==> config.mk <==
export PLATFORM = sky130hd
export DESIGN_NAME = vga_timing_gen
export DESIGN_NICKNAME = d
export VERILOG_FILES = /design/src/rtl/vga_timing_gen.sv
export SDC_FILE = /design/constraint.sdc
export NUM_CORES = 1
export LEC_CHECK = 0
export CAP_MARGIN = 5
export CORE_MARGIN = 5
export CORE_UTILIZATION = 33
export CTS_CLUSTER_SIZE = 24
export DETAILED_ROUTE_END_ITERATION = 6
export HOLD_SLACK_MARGIN = 0.06
export PLACE_DENSITY = 0.62
export SLEW_MARGIN = 25
export SYNTH_ARGS = -nofsm -noshare
export SYNTH_HDL_FRONTEND = slang
export SYNTH_SLANG_ARGS = --single-unit
==> constraint.sdc <==
create_clock -name pixel_clk -period 3.7 [get_ports pixel_clk]
set_input_delay 0.925 -clock pixel_clk [delete_from_list [all_inputs] [get_ports pixel_clk]]
set_output_delay 0.925 -clock pixel_clk [all_outputs]
set_load 0.005 [all_outputs]
==> src/rtl/vga_timing_gen.sv <==
// vga_timing_gen: parametrised raster timing generator with pixel enable,
// display enable, sync outputs and registered line/frame strobes.
module vga_timing_gen #(
  parameter int H_DISPLAY = 640,
  parameter int H_FRONT   = 16,
  parameter int H_SYNC    = 96,
  parameter int H_BACK    = 48,
  parameter int V_DISPLAY = 480,
  parameter int V_FRONT   = 10,
  parameter int V_SYNC    = 2,
  parameter int V_BACK    = 33,
  parameter bit H_POL     = 1'b0,
  parameter bit V_POL     = 1'b0,
  parameter int CW        = 10
) (
  input  logic          pixel_clk,
  input  logic          rst,
  input  logic          ce,
  output logic          hs,
  output logic          vs,
  output logic          de,
  output logic [CW-1:0] x,
  output logic [CW-1:0] y,
  output logic          sol,
  output logic          sof
);

  localparam int HT = H_DISPLAY + H_FRONT + H_SYNC + H_BACK;
  localparam int VT = V_DISPLAY + V_FRONT + V_SYNC + V_BACK;

  if (HT > (1 << CW)) begin : g_bad_ht
    $error("vga_timing_gen: HT does not fit in CW bits");
  end
  if (VT > (1 << CW)) begin : g_bad_vt
    $error("vga_timing_gen: VT does not fit in CW bits");
  end
  if (H_DISPLAY == 0 || H_SYNC == 0 || V_DISPLAY == 0 || V_SYNC == 0) begin : g_bad_zero
    $error("vga_timing_gen: display and sync widths must be non-zero");
  end

  // Bounds are one bit wider than the counters since they may equal 2^CW.
  localparam logic [CW:0] L_HD  = (CW+1)'(H_DISPLAY);
  localparam logic [CW:0] L_HS0 = (CW+1)'(H_DISPLAY + H_FRONT);
  localparam logic [CW:0] L_HS1 = (CW+1)'(H_DISPLAY + H_FRONT + H_SYNC);
  localparam logic [CW:0] L_VD  = (CW+1)'(V_DISPLAY);
  localparam logic [CW:0] L_VS0 = (CW+1)'(V_DISPLAY + V_FRONT);
  localparam logic [CW:0] L_VS1 = (CW+1)'(V_DISPLAY + V_FRONT + V_SYNC);
  localparam logic [CW-1:0] L_HLAST = CW'(HT - 1);
  localparam logic [CW-1:0] L_VLAST = CW'(VT - 1);

  logic [CW-1:0] r_hc;
  logic [CW-1:0] r_vc;
  logic          r_hs;
  logic          r_vs;
  logic          r_de;
  logic [CW-1:0] r_x;
  logic [CW-1:0] r_y;
  logic          r_sol;
  logic          r_sof;

  logic [CW:0] w_hx;
  logic [CW:0] w_vx;
  logic        w_h_last;
  logic        w_v_last;
  logic        w_de;
  logic        w_hs_act;
  logic        w_vs_act;
  logic        w_h0;
  logic        w_v0;

  assign w_hx     = {1'b0, r_hc};
  assign w_vx     = {1'b0, r_vc};
  assign w_h_last = (r_hc == L_HLAST);
  assign w_v_last = (r_vc == L_VLAST);
  assign w_de     = (w_hx < L_HD) && (w_vx < L_VD);
  assign w_hs_act = (w_hx >= L_HS0) && (w_hx < L_HS1);
  assign w_vs_act = (w_vx >= L_VS0) && (w_vx < L_VS1);
  assign w_h0     = (r_hc == '0);
  assign w_v0     = (r_vc == '0);

  always_ff @(posedge pixel_clk) begin
    if (rst) begin
      r_hc  <= '0;
      r_vc  <= '0;
      r_hs  <= ~H_POL;
      r_vs  <= ~V_POL;
      r_de  <= 1'b0;
      r_x   <= '0;
      r_y   <= '0;
      r_sol <= 1'b0;
      r_sof <= 1'b0;
    end else if (ce) begin
      r_hc <= w_h_last ? '0 : r_hc + CW'(1);
      if (w_h_last) begin
        r_vc <= w_v_last ? '0 : r_vc + CW'(1);
      end
      r_hs  <= w_hs_act ? H_POL : ~H_POL;
      r_vs  <= w_vs_act ? V_POL : ~V_POL;
      r_de  <= w_de;
      r_x   <= r_hc;
      r_y   <= r_vc;
      r_sol <= w_h0;
      r_sof <= w_h0 && w_v0;
    end else begin
      // Strobes last exactly one clock even when ce is sparse.
      r_sol <= 1'b0;
      r_sof <= 1'b0;
    end
  end

  assign hs  = r_hs;
  assign vs  = r_vs;
  assign de  = r_de;
  assign x   = r_x;
  assign y   = r_y;
  assign sol = r_sol;
  assign sof = r_sof;

endmodule

# Word-level counts from Yosys, hierarchy flattened
# Cells that the tools add are included.
# op_classes
add_sub_neg	2
n_eq_ne	2
reduce_logical	8
bitwise_logic	1
muxes	4
magnitude_cmp	6
# ops
op	count
adder 10 x 1 -> 10 bit (second input constant)	2
== test 10 bit (second input constant)	2
zero test 10 bit	2
less-than comparator 10 bit (second input constant)	2
less-than comparator 10 x 9 -> 1 bit (second input constant)	2
2-to-1 mux 10 bit	2
>= comparator 10 bit (second input constant)	1
>= comparator 10 x 9 -> 1 bit (second input constant)	1
logical AND 1 bit	4
2-to-1 mux 1 bit	2
AND reduction 2 bit	1
OR reduction 2 bit	1
NOT 1 bit	1
# word_totals
output_inout_bits	25
ff_bits	45
inputBits	3
elab_cells	32

# Logic depth before layout (Yosys ltp)
# depth
depth_word	3
depth_mapped	7
depth_no_buf	6

# Worst setup path before layout
# No wires, ideal clock.
# synth_timing
path_type	input -> register
startpoint	input port ce
endpoint	register r_vc[6]
required_time_ns	3.630
path_slack_ns	1.360
n_path_buf	2
setup_ns	0.070
arrival_ns	2.270
cell_stages	6
path_cell_list	buf_2 nand2_1 or3_1 buf_2 or4_1 a21oi_1
# synth_between
elab_chain_cells	1
# synth_lines
item	line	source
start: declaration	18	input logic ce,
AND reduction 2 bit (no source line)	--	
end signal: assignment	95	r_vc <= w_v_last ? '0 : r_vc + CW'(1);
end: declaration	52	logic [CW-1:0] r_vc;
# Every way passes these cells.
# A chain may end at the register's enable or synchronous reset.

# Worst setup path in the final report
# layout_timing
startpoint	input port ce
endpoint	register r_vc[9]
# Same word-level chain as after synthesis.

==> metrics.yaml <==
critical_path:
  cp.depth: 5
  rr_worst_depth: 5
  required_ns: 3.90
  crit_buf_inv: 1
  crit_arrival_ns: 2.66
  worstSetupStartpoint: "ce"
  worstPathCellList: "clkdlybuf4s50_1 -> nand4_1 -> nor4_1 -> and4_1 -> nor3_1"
  slowest_stage: "nor4_1"
  start_kind: "input pin"
  cpPeakStageDelay_ns: 0.76
  endpoint: "r_vc[9]"
  reg2reg_slack_ns: 1.64
  r2r_start: "r_hc[1]"
  path_delay_family: "simple AND/OR/NAND/NOR gates"
  criticalPathCategory: "in -> reg"
  worstReg2RegEnd: "r_vc[9]"
  critPathCaptureType: "flop"
  crit_fanout: 5
logic_synthesis:
  ys_seq_elements: 45
  seq_area_frac_synth: 0.454
  synth.avg_cell_area_um2: 9.19
  synthTopCellsByArea: "dfxtp_1 (45%), mux2i_1 (9.6%), nor2_1 (6.6%)"
  synthesis.nets: 223
  yosysTopAreaCellShare: 0.454
  synthAdderAreaFrac: 0.0252
  muxShareOfSynthArea: 0.102
  ys_async_sr_fraction: 0
  synthSimpleGateAreaFrac: 0.267
  synth_top_family_by_area: "simple AND/OR/NAND/NOR gates"
  synth_xor_area_frac: 0.0441
  yosysUniqueCellTypes: 39
  synth_top_cell_by_area: "dfxtp_1"
  ys_warn_count: 0
  synth_compound_area_frac: 0.0656
  syn-cell-area_um2: 1980
  synth_ff_type: "dfxtp_1"
  postSynthCellCount: 216
  synth_edf_count: 0
timing:
  fin_crit_sh: 0.665
  fin_worst_skew_ns: 0.00770
  fin_tns_setup_ns: 0
  setup_violations: 0
  fmax_mhz: 407
  grt_setup_unrepaired: "no"
  worstMarginPinSlew_ns: 0.900
  hold_viol: 0
  worst_slack_ns: 1.24
  post-route-min-period_ns: 2.46
  relSlewSlack: 0.394
  drv_slew: 0
detailed_routing:
  drtIter0Drc: 102
  wirelength_um: 4130
  wire_per_inst_um: 13.1
  vias: 1514
  first_pass_iters: 4
  route.detailed.drc: 0
  vias_per_cell: 4.82
  postRouteAntennaNets: 0
clock_tree:
  cts_setup_buffers: 0
  cts_sinks: 45
  cts_root_buf: "clkbuf_8"
  clk_latency_ns: 0.30
  cts.clk_slew.worst_paths_ns: 0.09
  cts.repair.resized: 0
  htreeDepth: 2
  numCtsBuffers: 5
  cts_tree: "done"
  ctsHoldBuffers: 0
  clockBufferDepth: 2
outcome:
  status: "finished, final reports clean"
cells_and_area:
  final_area_um2: 2420
  nets: 245
  antenna_cells: 0
  drive_gt1_frac: 0.0753
  area_growth_pct: 22.1
  nFillCells: 608
floorplan:
  core_area_um2: 5890
  ioPinCount: 28
  initial_core_util: 0.337
  die_w_um: 87.5
  rows: 28
  die_area_um2: 7660
  die_h_um: 87.5
hold_path:
  holdPathStages: 2
  holdCritPathClass: "reg -> reg"
power_and_ir_drop:
  powerDensity_nw_per_um2: 382
  pwr-share-comb: 0.048
  leakage_uw: 0.000919
  totalPowerFinal_uw: 926
  ir_drop_mv: 0.141
  p_sw_frac: 0.212
  p_seq_frac: 0.532
  power.internal_uw: 730
  clockPowerShare: 0.420
  p_switching_uw: 196
global_route:
  grt_util_met1: 0.169
  antenna_found_initial: 0
  met3_usage: 0.0329
  grt_max_degree: 36
  grt_pass1_vias: 1480
  use_met2: 0.168
  grt_pass1_wl_um: 7200
  grt_use_total: 0.119
  grt.overflow.total: 0
  busiest_layer: "met1"
placement:
  dp_hpwl_um: 2830
  gp_congestion: 0.841
  post-place-ws_ns: 0.942
  portBuffers: 27
  place_area_um2: 2300
flow_run:
  max_cap_viol_count: 0
[layout make-up]
cell class / instances / area (um2) / area share
multi-input cells: 151 / 1000 / 0.413
inverters: 6 / 22.5 / 0.00930
repair buffers: 29 / 285 / 0.118
clock inverters: 2 / 37.5 / 0.0155
clock buffers: 6 / 82.6 / 0.0341
well taps: 75 / 93.8 / 0.0387
flip-flops and latches: 45 / 901 / 0.372
[power groups by stage]
stage               Clock (uW)  Sequential, uW  Combinational [uW]
finish                     389             492                44.4
global route               422             494                49.5
CTS                        400             493                45.3
floorplan                    0             504                28.5
detailed placement           0             504                45.3
global placement             0             504                45.0
[worst register-to-register path: cells and delay by family, from the launching register on]
kind | cells | cell delay (ns)
DFF | 1 | 0.40
adders and majority gates | 1 | 0.26
and+or+nand+nor | 4 | 1.30
[kinds of logic (layout without fill, tap and decap cells)]
kind of cell,after synthesis,after routing
AOI/OAI and AO/OA,21,21
xor gates and xnor gates,10,10
adders and majority gates,4,4
buffers and inverters,20,43
DFF,45,45
muxes,20,20
and+or+nand+nor,96,96
[registers in the layout, indices dropped and copies added (netlist names)]
register,count
sof,1
sol,1
r_hc,10
y,10
x,10
vs,1
hs,1
r_vc,10
de,1
[Yosys cell counts (2+ instances only)]
cell type and instances:
nor2_1 35, buf_2 3, nor4_1 3, inv_1 6, dfxtp_1 45, a31o_2 2
buf_1 4, mux2i_1 19, or3_2 2, nor4b_1 2, or3_1 2, and4_1 4
nor3_1 5, nand3_1 9, nand2_1 7, xnor2_1 6, nand3b_1 2, nor2b_1 3
clkbuf_1 5, xor2_1 4, o21ai_0 4, ha_1 4, a21oi_1 10, nand4_1 6
and3_1 5, nand2b_1 6
[stage by stage]
stage	hold WS [ns]	std cells	util
global placement	0.465	306	0.391
detailed placement	0.469	306	0.391
CTS	0.483	314	0.412
floorplan	0.467	216	-
global route	0.509	314	0.412
finish	0.484	314	0.412
[cell usage in the layout, fill, tap and decap left out, drive strengths merged, types with 3 or more instances in the layout]
cell type,n
xnor2,6
clkdlybuf4s50,27
nor4,3
inv,6
dfxtp,45
nor2b,3
nor2,35
o21ai,4
mux2i,19
and4,4
nand3,9
clkbuf,6
or3,4
a21oi,10
ha,4
and3,5
nand2,7
xor2,4
nand4,6
nand2b,6
nor3,5
[per-layer routing]
metal,share of wire,vias to the layer above
met3,0.052,8
met5,0,-
met2,0.41,35
li1,-,795
met1,0.52,676
met4,0.018,0
[how the worst min path moves through the flow]
stage,slack (ns),to,startpoint
6_report,0.48,x[2],x[2]
4_1_cts,0.48,x[2],x[2]
3_5_place_dp,0.47,x[2],x[2]
2_1_floorplan,0.47,de,de
5_1_grt,0.51,x[2],x[2]
3_3_place_gp,0.46,de,de
Power figures use the tool's default switching activity.
